**src/rtl/dmem_arbiter_if.sv**
```systemverilog
// Bus bundle for dmem_arbiter: CPU and IO requester ports plus the single-port data memory.
// slave = arbiter view, master = requester/memory environment view.
interface dmem_arbiter_if #(
  parameter int Dbits = 32,
  parameter int Abits = 32
);
  logic             cpu_req;
  logic             cpu_wr;
  logic [Abits-1:0] cpu_addr;
  logic [Dbits-1:0] cpu_wdata;
  logic             cpu_ack;
  logic [Dbits-1:0] cpu_rdata;
  logic             cpu_stall;

  logic             io_req;
  logic             io_wr;
  logic [Abits-1:0] io_addr;
  logic [Dbits-1:0] io_wdata;
  logic             io_ack;
  logic [Dbits-1:0] io_rdata;

  logic             mem_en;
  logic             mem_wr;
  logic [Abits-1:0] mem_addr;
  logic [Dbits-1:0] mem_wdata;
  logic [Dbits-1:0] mem_rdata;

  modport slave (
    input  cpu_req, cpu_wr, cpu_addr, cpu_wdata,
    output cpu_ack, cpu_rdata, cpu_stall,
    input  io_req, io_wr, io_addr, io_wdata,
    output io_ack, io_rdata,
    output mem_en, mem_wr, mem_addr, mem_wdata,
    input  mem_rdata
  );

  modport master (
    output cpu_req, cpu_wr, cpu_addr, cpu_wdata,
    input  cpu_ack, cpu_rdata, cpu_stall,
    output io_req, io_wr, io_addr, io_wdata,
    input  io_ack, io_rdata,
    input  mem_en, mem_wr, mem_addr, mem_wdata,
    output mem_rdata
  );
endinterface

```
**src/rtl/dmem_arbiter.sv**
```systemverilog
// Two-requester (CPU, IO) arbiter for a single-port data memory: IDLE -> ISSUE -> RESP, fixed 2-cycle latency.
// Optional macro DMEM_ARB_RR_EN: round-robin tie-break; default build gives ties to the CPU.
module dmem_arbiter #(
  parameter int Dbits = 32,
  parameter int Abits = 32
) (
  input  logic          clk,
  input  logic          reset,
  dmem_arbiter_if.slave bus
);

  typedef enum logic [1:0] {IDLE, ISSUE, RESP} state_t;
  typedef enum logic {GNT_CPU, GNT_IO} gnt_t;

  state_t           state, state_nxt;
  gnt_t             last_gnt;
  logic             cpu_win;
  logic             take;
  logic [Abits-1:0] lat_addr;
  logic [Dbits-1:0] lat_wdata;
  logic             lat_wr;

  logic             mem_en, mem_wr;
  logic [Abits-1:0] mem_addr;
  logic [Dbits-1:0] mem_wdata;
  logic             cpu_ack, io_ack;
  logic [Dbits-1:0] cpu_rdata, io_rdata;

`ifdef DMEM_ARB_RR_EN
  // On a tie the CPU wins only if IO held the previous grant.
  assign cpu_win = bus.cpu_req & (~bus.io_req | (last_gnt == GNT_IO));
`else
  assign cpu_win = bus.cpu_req;
`endif

  always_ff @(posedge clk) begin
    if (reset) begin
      state     <= IDLE;
      last_gnt  <= GNT_IO;
      lat_addr  <= '0;
      lat_wdata <= '0;
      lat_wr    <= 1'b0;
    end else begin
      state <= state_nxt;
      if (take) begin
        last_gnt  <= cpu_win ? GNT_CPU : GNT_IO;
        lat_addr  <= cpu_win ? bus.cpu_addr  : bus.io_addr;
        lat_wdata <= cpu_win ? bus.cpu_wdata : bus.io_wdata;
        lat_wr    <= cpu_win ? bus.cpu_wr    : bus.io_wr;
      end
    end
  end

  always_comb begin
    state_nxt = state;
    take      = 1'b0;
    mem_en    = 1'b0;
    mem_wr    = 1'b0;
    mem_addr  = '0;
    mem_wdata = '0;
    cpu_ack   = 1'b0;
    io_ack    = 1'b0;
    cpu_rdata = '0;
    io_rdata  = '0;
    unique case (state)
      IDLE: begin
        if (bus.cpu_req | bus.io_req) begin
          take      = 1'b1;
          state_nxt = ISSUE;
        end
      end
      ISSUE: begin
        mem_en    = 1'b1;
        mem_wr    = lat_wr;
        mem_addr  = lat_addr;
        mem_wdata = lat_wdata;
        state_nxt = RESP;
      end
      RESP: begin
        // last_gnt still names the owner of the access now completing.
        if (last_gnt == GNT_CPU) begin
          cpu_ack   = 1'b1;
          cpu_rdata = bus.mem_rdata;
        end else begin
          io_ack    = 1'b1;
          io_rdata  = bus.mem_rdata;
        end
        state_nxt = IDLE;
      end
      default: state_nxt = IDLE;
    endcase
  end

  assign bus.mem_en    = mem_en;
  assign bus.mem_wr    = mem_wr;
  assign bus.mem_addr  = mem_addr;
  assign bus.mem_wdata = mem_wdata;
  assign bus.cpu_ack   = cpu_ack;
  assign bus.cpu_rdata = cpu_rdata;
  assign bus.cpu_stall = bus.cpu_req & ~cpu_ack;
  assign bus.io_ack    = io_ack;
  assign bus.io_rdata  = io_rdata;

endmodule

```
**src/flat_wrapper.sv**
```systemverilog
// flat-port wrapper written by rule: the top's interface ports become plain ports
module dmem_arbiter_flat 
#(
  parameter int Dbits = 32,
  parameter int Abits = 32
)
  (clk, reset, bus_cpu_req, bus_cpu_wr, bus_cpu_addr, bus_cpu_wdata, bus_cpu_ack, bus_cpu_rdata, bus_cpu_stall, bus_io_req, bus_io_wr, bus_io_addr, bus_io_wdata, bus_io_ack, bus_io_rdata, bus_mem_en, bus_mem_wr, bus_mem_addr, bus_mem_wdata, bus_mem_rdata);
  dmem_arbiter_if #(.Dbits(Dbits), .Abits(Abits)) bus_i ();
  input  logic clk;
  input  logic reset;
  input wire logic [$bits(bus_i.cpu_req)-1:0] bus_cpu_req;
  input wire logic [$bits(bus_i.cpu_wr)-1:0] bus_cpu_wr;
  input wire logic [$bits(bus_i.cpu_addr)-1:0] bus_cpu_addr;
  input wire logic [$bits(bus_i.cpu_wdata)-1:0] bus_cpu_wdata;
  output wire logic [$bits(bus_i.cpu_ack)-1:0] bus_cpu_ack;
  output wire logic [$bits(bus_i.cpu_rdata)-1:0] bus_cpu_rdata;
  output wire logic [$bits(bus_i.cpu_stall)-1:0] bus_cpu_stall;
  input wire logic [$bits(bus_i.io_req)-1:0] bus_io_req;
  input wire logic [$bits(bus_i.io_wr)-1:0] bus_io_wr;
  input wire logic [$bits(bus_i.io_addr)-1:0] bus_io_addr;
  input wire logic [$bits(bus_i.io_wdata)-1:0] bus_io_wdata;
  output wire logic [$bits(bus_i.io_ack)-1:0] bus_io_ack;
  output wire logic [$bits(bus_i.io_rdata)-1:0] bus_io_rdata;
  output wire logic [$bits(bus_i.mem_en)-1:0] bus_mem_en;
  output wire logic [$bits(bus_i.mem_wr)-1:0] bus_mem_wr;
  output wire logic [$bits(bus_i.mem_addr)-1:0] bus_mem_addr;
  output wire logic [$bits(bus_i.mem_wdata)-1:0] bus_mem_wdata;
  input wire logic [$bits(bus_i.mem_rdata)-1:0] bus_mem_rdata;
  assign bus_i.cpu_req = bus_cpu_req;
  assign bus_i.cpu_wr = bus_cpu_wr;
  assign bus_i.cpu_addr = bus_cpu_addr;
  assign bus_i.cpu_wdata = bus_cpu_wdata;
  assign bus_cpu_ack = bus_i.cpu_ack;
  assign bus_cpu_rdata = bus_i.cpu_rdata;
  assign bus_cpu_stall = bus_i.cpu_stall;
  assign bus_i.io_req = bus_io_req;
  assign bus_i.io_wr = bus_io_wr;
  assign bus_i.io_addr = bus_io_addr;
  assign bus_i.io_wdata = bus_io_wdata;
  assign bus_io_ack = bus_i.io_ack;
  assign bus_io_rdata = bus_i.io_rdata;
  assign bus_mem_en = bus_i.mem_en;
  assign bus_mem_wr = bus_i.mem_wr;
  assign bus_mem_addr = bus_i.mem_addr;
  assign bus_mem_wdata = bus_i.mem_wdata;
  assign bus_i.mem_rdata = bus_mem_rdata;
  dmem_arbiter #(.Dbits(Dbits), .Abits(Abits)) u_core (.clk(clk), .reset(reset), .bus(bus_i));
endmodule
```
**config.mk**
```make
export PLATFORM = sky130hd
export DESIGN_NAME = dmem_arbiter_flat
export DESIGN_NICKNAME = d
export VERILOG_FILES = /design/src/rtl/dmem_arbiter_if.sv /design/src/rtl/dmem_arbiter.sv /design/src/flat_wrapper.sv
export SDC_FILE = /design/constraint.sdc
export NUM_CORES = 1
export LEC_CHECK = 0
export CAP_MARGIN = 10
export CORE_AREA = 2 2 115 117
export CTS_CLUSTER_DIAMETER = 200
export DETAILED_ROUTE_END_ITERATION = 16
export DIE_AREA = 0 0 117 119
export PLACE_DENSITY_LB_ADDON = 0.15
export SYNTH_ARGS = -nofsm -noshare
export SYNTH_HDL_FRONTEND = slang
export SYNTH_SLANG_ARGS = --single-unit
```
**constraint.sdc**
```tcl
create_clock -name clk -period 2.24 [get_ports clk]
set_input_delay 0.336 -clock clk [delete_from_list [all_inputs] [get_ports clk]]
set_output_delay 0.336 -clock clk [all_outputs]
set_load 0.02 [all_outputs]
```
==> results.md, run 1 <==
* Status: complete, no violations
* Synth cell types at 17
* Syn nets at 620
* Yosys warnings at 0
* Row count at 42
* Final Cycle Share at 95.8%
* Sequential share of the synthesized area at 32.7%
* Synth area leaders: dfxtp_1, and2_1, mux2i_1
* CTS clk-pin slew, worst paths at 0.05 ns
* CP required at 1.90 ns
* Layout Nets at 887
* Total CTS buffers at 9
* Leakage at 0.00386 uW
* Area delta synth->final at 81.3%
* F_max at 0.466 GHz
* Top delay family on crit path: buffers and inverters
* Hpwl dp at 10.7 mm
* Chip Width at 117 um
* Worst path arrival time at 1.81 ns
* Final hold vios at 0
* Most frequent cells in the layout: clkdlybuf4s50_1, and2_1, dlygate4sd2_1
* Clock skew at 0.00846 ns
* Top cell type's share of synthesized area at 32.7%
* PwrDens at 550 mW/mm^2
* Critical path's slowest cell: clkdlybuf4s50_1
* Initial core utilization at 32.3%
* Maximum vdd drop at 0.410 mV
* Post-Route Setup TNS at 0 ns
* N_diodes at 0
* Slew Viols, Final at 0
* # IOs at 299
* Yosys top cell by area: dfxtp_1
* Crit path launch type: register
* Post-DRT Antenna Nets at 0
* Critical path peak fanout at 34
* GRT Total Usage at 20.2%
* Final Cell Area at 0.00755 mm^2
* Die Area at 0.0139 mm^2
* TritonCTS clock tree: built
* Clock sink count at 68
* Yosys reg bits at 68
* Worst-Margin Slew at 0.969 ns
* Clk buf depth at 2
* H-tree Lvls at 3
* Clock latency on the worst-skew pair at 0.32 ns
* Critical path, cell by cell: nor3b_4 -> buf_12 -> nor2b_1 -> clkdlybuf4s50_1
* Path type of the worst min-delay path: primary input to register
* Share of layout cells above drive strength 1 at 10.2%
* CP bufs+invs at 2
* Worst path max stage delay at 0.67 ns
* Post-DR wirelength/cell at 16.3 um
* Cells after Synth at 454
* Pre-CTS setup slack at 0.0881 ns
* Pre-antenna DRT Iters at 4
* Mean post-synth cell area at 9.17 um^2
* Number of global-route vias before repair at 4,272
* Largest net degree at the start of global routing at 69
* Via Count at 4,260
* Slew headroom at 35.4%
* Unrepaired setup endpoints after global routing: no
* Fill cell count at 1,204
* Tmin final at 2.15 ns
* Total Routed Length at 14.7 mm
* Mapped Area at 0.00416 mm^2
* Initial antenna violation count at 0
* PortBufs at 298
* Hold WS at 0.359 ns
* Critical path class: register to output pin
* Commonest non-fill, non-tap cell in the layout: clkdlybuf4s50_1
* First-pass GRT wire length at 22.3 mm
* Placed Area at 0.00726 mm^2
* Routability Congestion at 0.769
* Die Height at 119 um
* First DRT Iteration DRCs at 132
* Total gr overflow at 0
* Setup violations, final at 0
* Core region area at 0.0129 mm^2
* Final WS setup at 0.0930 ns
* Vias per inst at 4.72
* Crit end category: output pin
* Max-cap violations at 0
* # hold bufs at CTS at 0
* Root Driver: clkbuf_16
* DRC at 0
==> tightest hold or removal path: stages <==
cell and delay, ns:
buf_4 0.14, nand2_1 0.06, a21o_1 0.11
==> cell families after synthesis <==
group           synth area share (%)
flops                           32.7
mux                             15.6
buf+inv                         6.10
simple gates                    20.9
compound gates                  24.7
==> path summary, 6_finish.rpt <==
path	start	endpoint	slack, ns	cells past startpoint
max	u_core.state[1]	bus_cpu_stall	0.09	4
min	bus_cpu_req	u_core.last_gnt	0.36	3
max reg2reg	u_core.state[1]	u_core.lat_wdata[7]	0.61	3
min reg2reg	u_core.lat_addr[31]	u_core.lat_addr[31]	0.52	2
==> through the flow <==
stage | std cells | power, uW | util (%)
after floorplan | 454 | 2080 | -
final | 902 | 4150 | 58.6
after CTS | 902 | 4210 | 58.1
after detailed placement | 886 | 2660 | 56.4
after global placement | 886 | 2630 | 56.4
after global routing | 902 | 4360 | 58.6
==> synth_stat cells, drive strengths merged <==
master and n:
nor2 1, nor2b 4, dfxtp 68, and3b 1
clkbuf 24, buf 26, a21oi 65, mux2i 65
or2 1, a21o 2, a211oi 65, and2 130
nand2 1, nor3b 1
==> layer usage <==
layer / wire, um / part of all wire [%] / track usage [%] / vias up
li1: - / - / - / 2135
met1: 5790 / 39 / 22.6 / 1940
met2: 7550 / 51 / 37.0 / 168
met3: 1160 / 7.9 / 5.29 / 17
met4: 223 / 1.5 / 5.88 / 0
met5: 0 / 0 / 0 / -
==> what timing repair did <==
item / 4_1_cts / 5_1_grt
resized for setup: 108 / 26
setup endpoints to repair: 130 / 25
hold endpoints to repair: 0 / 0
setup buffers: 0 / 0
==> registers in the layout, summed over array words and instances, names as in the netlist <==
| register | cells |
|---|---|
| u_core.lat_wdata | 32 |
| u_core.lat_wr | 1 |
| u_core.last_gnt | 1 |
| u_core.lat_addr | 32 |
| u_core.state | 2 |
==> report_power, final <==
group          total, uW  internal [uW]  switching [uW]
Sequential          1420           1350            68.0
Clock               1570           1040             532
Combinational       1160            602             559
==> area by class of cell <==
cell class,count,area (um^2),share of cell area (%)
well taps,176,220,2.92
flip-flops and latches,68,1370,18.1
clock buffers,11,253,3.35
multi-input cells,336,2580,34.1
clock inverters,5,82.6,1.09
repair buffers,306,3050,40.4
Note: power is estimated with default switching activity, not from simulation.
==> run 2, diff against run 1 <==
--- a/config.mk
+++ b/config.mk
@@ -10,6 +10,7 @@
 export CTS_CLUSTER_DIAMETER = 200
 export DETAILED_ROUTE_END_ITERATION = 16
 export DIE_AREA = 0 0 117 119
+export GPL_TIMING_DRIVEN = 0
 export PLACE_DENSITY_LB_ADDON = 0.15
 export SYNTH_ARGS = -nofsm -noshare
 export SYNTH_HDL_FRONTEND = slang
==> run 2 against run 1 <==
  * Cell area rose by 2.0%
  * Final cell count rose by 4.7%
  * Combinational power rose by 4%
  * Register-to-register slack improved by 0.04 ns
  * Sequential cell count did not move
  * Clock skew rose by 0.0022 ns
  * Critical path depth fell by 1
  * Critical endpoint is now bus_io_rdata[31]
  * Hold slack improved by 0.15 ns
==> results.md, run 2 (same netlist as run 1, synthesis figures left out) <==
* Final Cell Area at 0.00770 mm^2 (+2.0%)
* Final Cycle Share at 94.5% (-1.4 points)
* Row count at 42 (unchanged)
* Routability Congestion at 0.763 (-0.83%)
* Chip Width at 117 um (unchanged)
* Slew headroom at 52.9% (+18 points)
* Largest regs: u_core.lat_addr (32), u_core.lat_wdata (32), u_core.state (2)
* F_max at 0.472 GHz (+1.4%)
* Slew Viols, Final at 0 (unchanged)
* GRT Total Usage at 20.8% (+0.63 points)
* Clk buf depth at 2 (unchanged)
* Wl on met1 at 5.78 mm (-0.33%)
* Critical path class: register to output pin
* Path type of the worst min-delay path: register to register
* Most frequent cells in the layout: clkdlybuf4s50_1, and2_1, dlygate4sd2_1, dfxtp_1
* Initial core utilization at 32.3% (unchanged)
* Die Height at 119 um (unchanged)
* Post-DR wirelength/cell at 15.9 um (-2.5%)
* FF-to-FF Start: u_core.state[1]
* DRC at 0 (unchanged)
* Hold WS at 0.514 ns (+0.155 ns)
* Unrepaired setup endpoints after global routing: no
* Status: complete, no violations
* Worst-Margin Slew at 0.707 ns (-0.263 ns)
* Maximum vdd drop at 0.351 mV (-14%)
* Total CTS buffers at 9 (unchanged)
* N_diodes at 0 (unchanged)
* Total gr overflow at 0 (unchanged)
* Layout Nets at 929 (+4.7%)
* # hold bufs at CTS at 0 (unchanged)
* Setup violations, final at 0 (unchanged)
* Clock latency on the worst-skew pair at 0.33 ns (about the same)
* CTS clk-pin slew, worst paths at 0.05 ns (about the same)
* Hpwl dp at 12.2 mm (+13%)
* Vias per inst at 4.74 (+0.31%)
* Largest net degree at the start of global routing at 13 (-81%)
* Min-delay src: u_core.lat_wdata[21]
* H-tree Lvls at 3 (unchanged)
* Core region area at 0.0129 mm^2 (unchanged)
* Critical path peak fanout at 6 (-82%)
* CP required at 1.90 ns (about the same)
* Number of global-route vias before repair at 4,403 (+3.1%)
* Leakage at 0.00354 uW (-8.3%)
* Total Routed Length at 15.0 mm (+2.1%)
* Commonest non-fill, non-tap cell in the layout: clkdlybuf4s50_1
* Met2 WL post-DR at 7.70 mm (+1.9%)
* TritonCTS clock tree: built
* Clock sink count at 68 (unchanged)
* Final hold vios at 0 (unchanged)
* Post-DRT Antenna Nets at 0 (unchanged)
* Placed Area at 0.00735 mm^2 (+1.1%)
* Share of layout cells above drive strength 1 at 16.4% (+6.2 points)
* # IOs at 299 (unchanged)
* Top routing layer in use: met4
* First-pass GRT wire length at 22.7 mm (+1.4%)
* Crit path from: u_core.state[1]
* Root Driver: clkbuf_16
* Die Area at 0.0139 mm^2 (unchanged)
* Via Count at 4,472 (+5.0%)
* Max-cap violations at 0 (unchanged)
* Area delta synth->final at 84.9%
* Clock skew at 0.0107 ns (+0.00223 ns)
* Initial antenna violation count at 0 (unchanged)
* PortBufs at 296 (-0.67%)
* Pre-antenna DRT Iters at 4 (unchanged)
* Crit end category: output pin
* Worst path arrival time at 1.78 ns (-0.03 ns)
* First DRT Iteration DRCs at 148 (+12%)
* Crit path launch type: register
* PwrDens at 559 mW/mm^2 (+1.6%)
* Tmin final at 2.12 ns (-0.0305 ns)
* Wire length on met3 at 1.31 mm (+12%)
## run 2: cell count changes in the layout (fill, tap and decap cells not counted), sizes merged
cell,change
dlygate4sd2,-24
clkdlybuf4s15,+40
clkinv,-2
bufinv,+1
dlymetal6s2s,-20
clkinvlp,+1
clkbuf,+28
buf,+18
## run 2: final timing paths
| check | depth (start not counted) | slack (ns) | end |
|---|---|---|---|
| worst max-delay path | 3 | 0.12 | bus_io_rdata[31] |
| worst min-delay path | 2 | 0.51 | u_core.lat_wdata[21] |
| worst max register to register | 5 | 0.65 | u_core.lat_addr[29] |
| worst min register to register | 2 | 0.51 | u_core.lat_wdata[21] |
## run 2: routing by layer
metal	vias to the layer above	GRT usage, %
met5	-	0
met4	0	5.74
met3	17	6.36
met2	165	37.8
met1	2074	23.1
li1	2216	-
## run 2: per-stage QoR
step / setup TNS, ns / power (uW) / util, % / cells / setup WS, ns
6_report: 0 / 4300 / 59.8 / 944 / 0.124
5_1_grt: 0 / 4500 / 59.8 / 944 / 0.00237
4_1_cts: 0 / 4340 / 59.7 / 944 / 0.0115
3_5_place_dp: -25.03 / 2680 / 57.1 / 926 / -0.534
3_3_place_gp: -22.63 / 2660 / 57.1 / 926 / -0.519
2_1_floorplan: 0 / 2080 / - / 454 / 0.483
## run 2: worst max-delay path, stage by stage (launching register included)
cell and delay (ns):
dfxtp_1 0.40, and3b_2 0.28, and2_1 0.14, clkdlybuf4s50_1 0.63
## run 2: layout make-up
class                      instances  area [um^2]
fill                            1161         5180
timing repair buffer             299         2900
multi-input combinational        336         2570
sequential                        68         1360
buffer                            49          284
clock buffer                      11          253
tap                              176          220
clock inverter                     5          106
## run 2: power breakdown
part	internal [uW]	switching, uW
Sequential	1350	63.4
Clock	1150	524
Combinational	633	579
## run 2: what timing repair did
item | in CTS | in global routing
cloned | 0 | 0
pin swaps | 0 | 0
gates resized for setup | 197 | 26
setup buffers | 2 | 1
endpoints found under the setup margin | 130 | 26
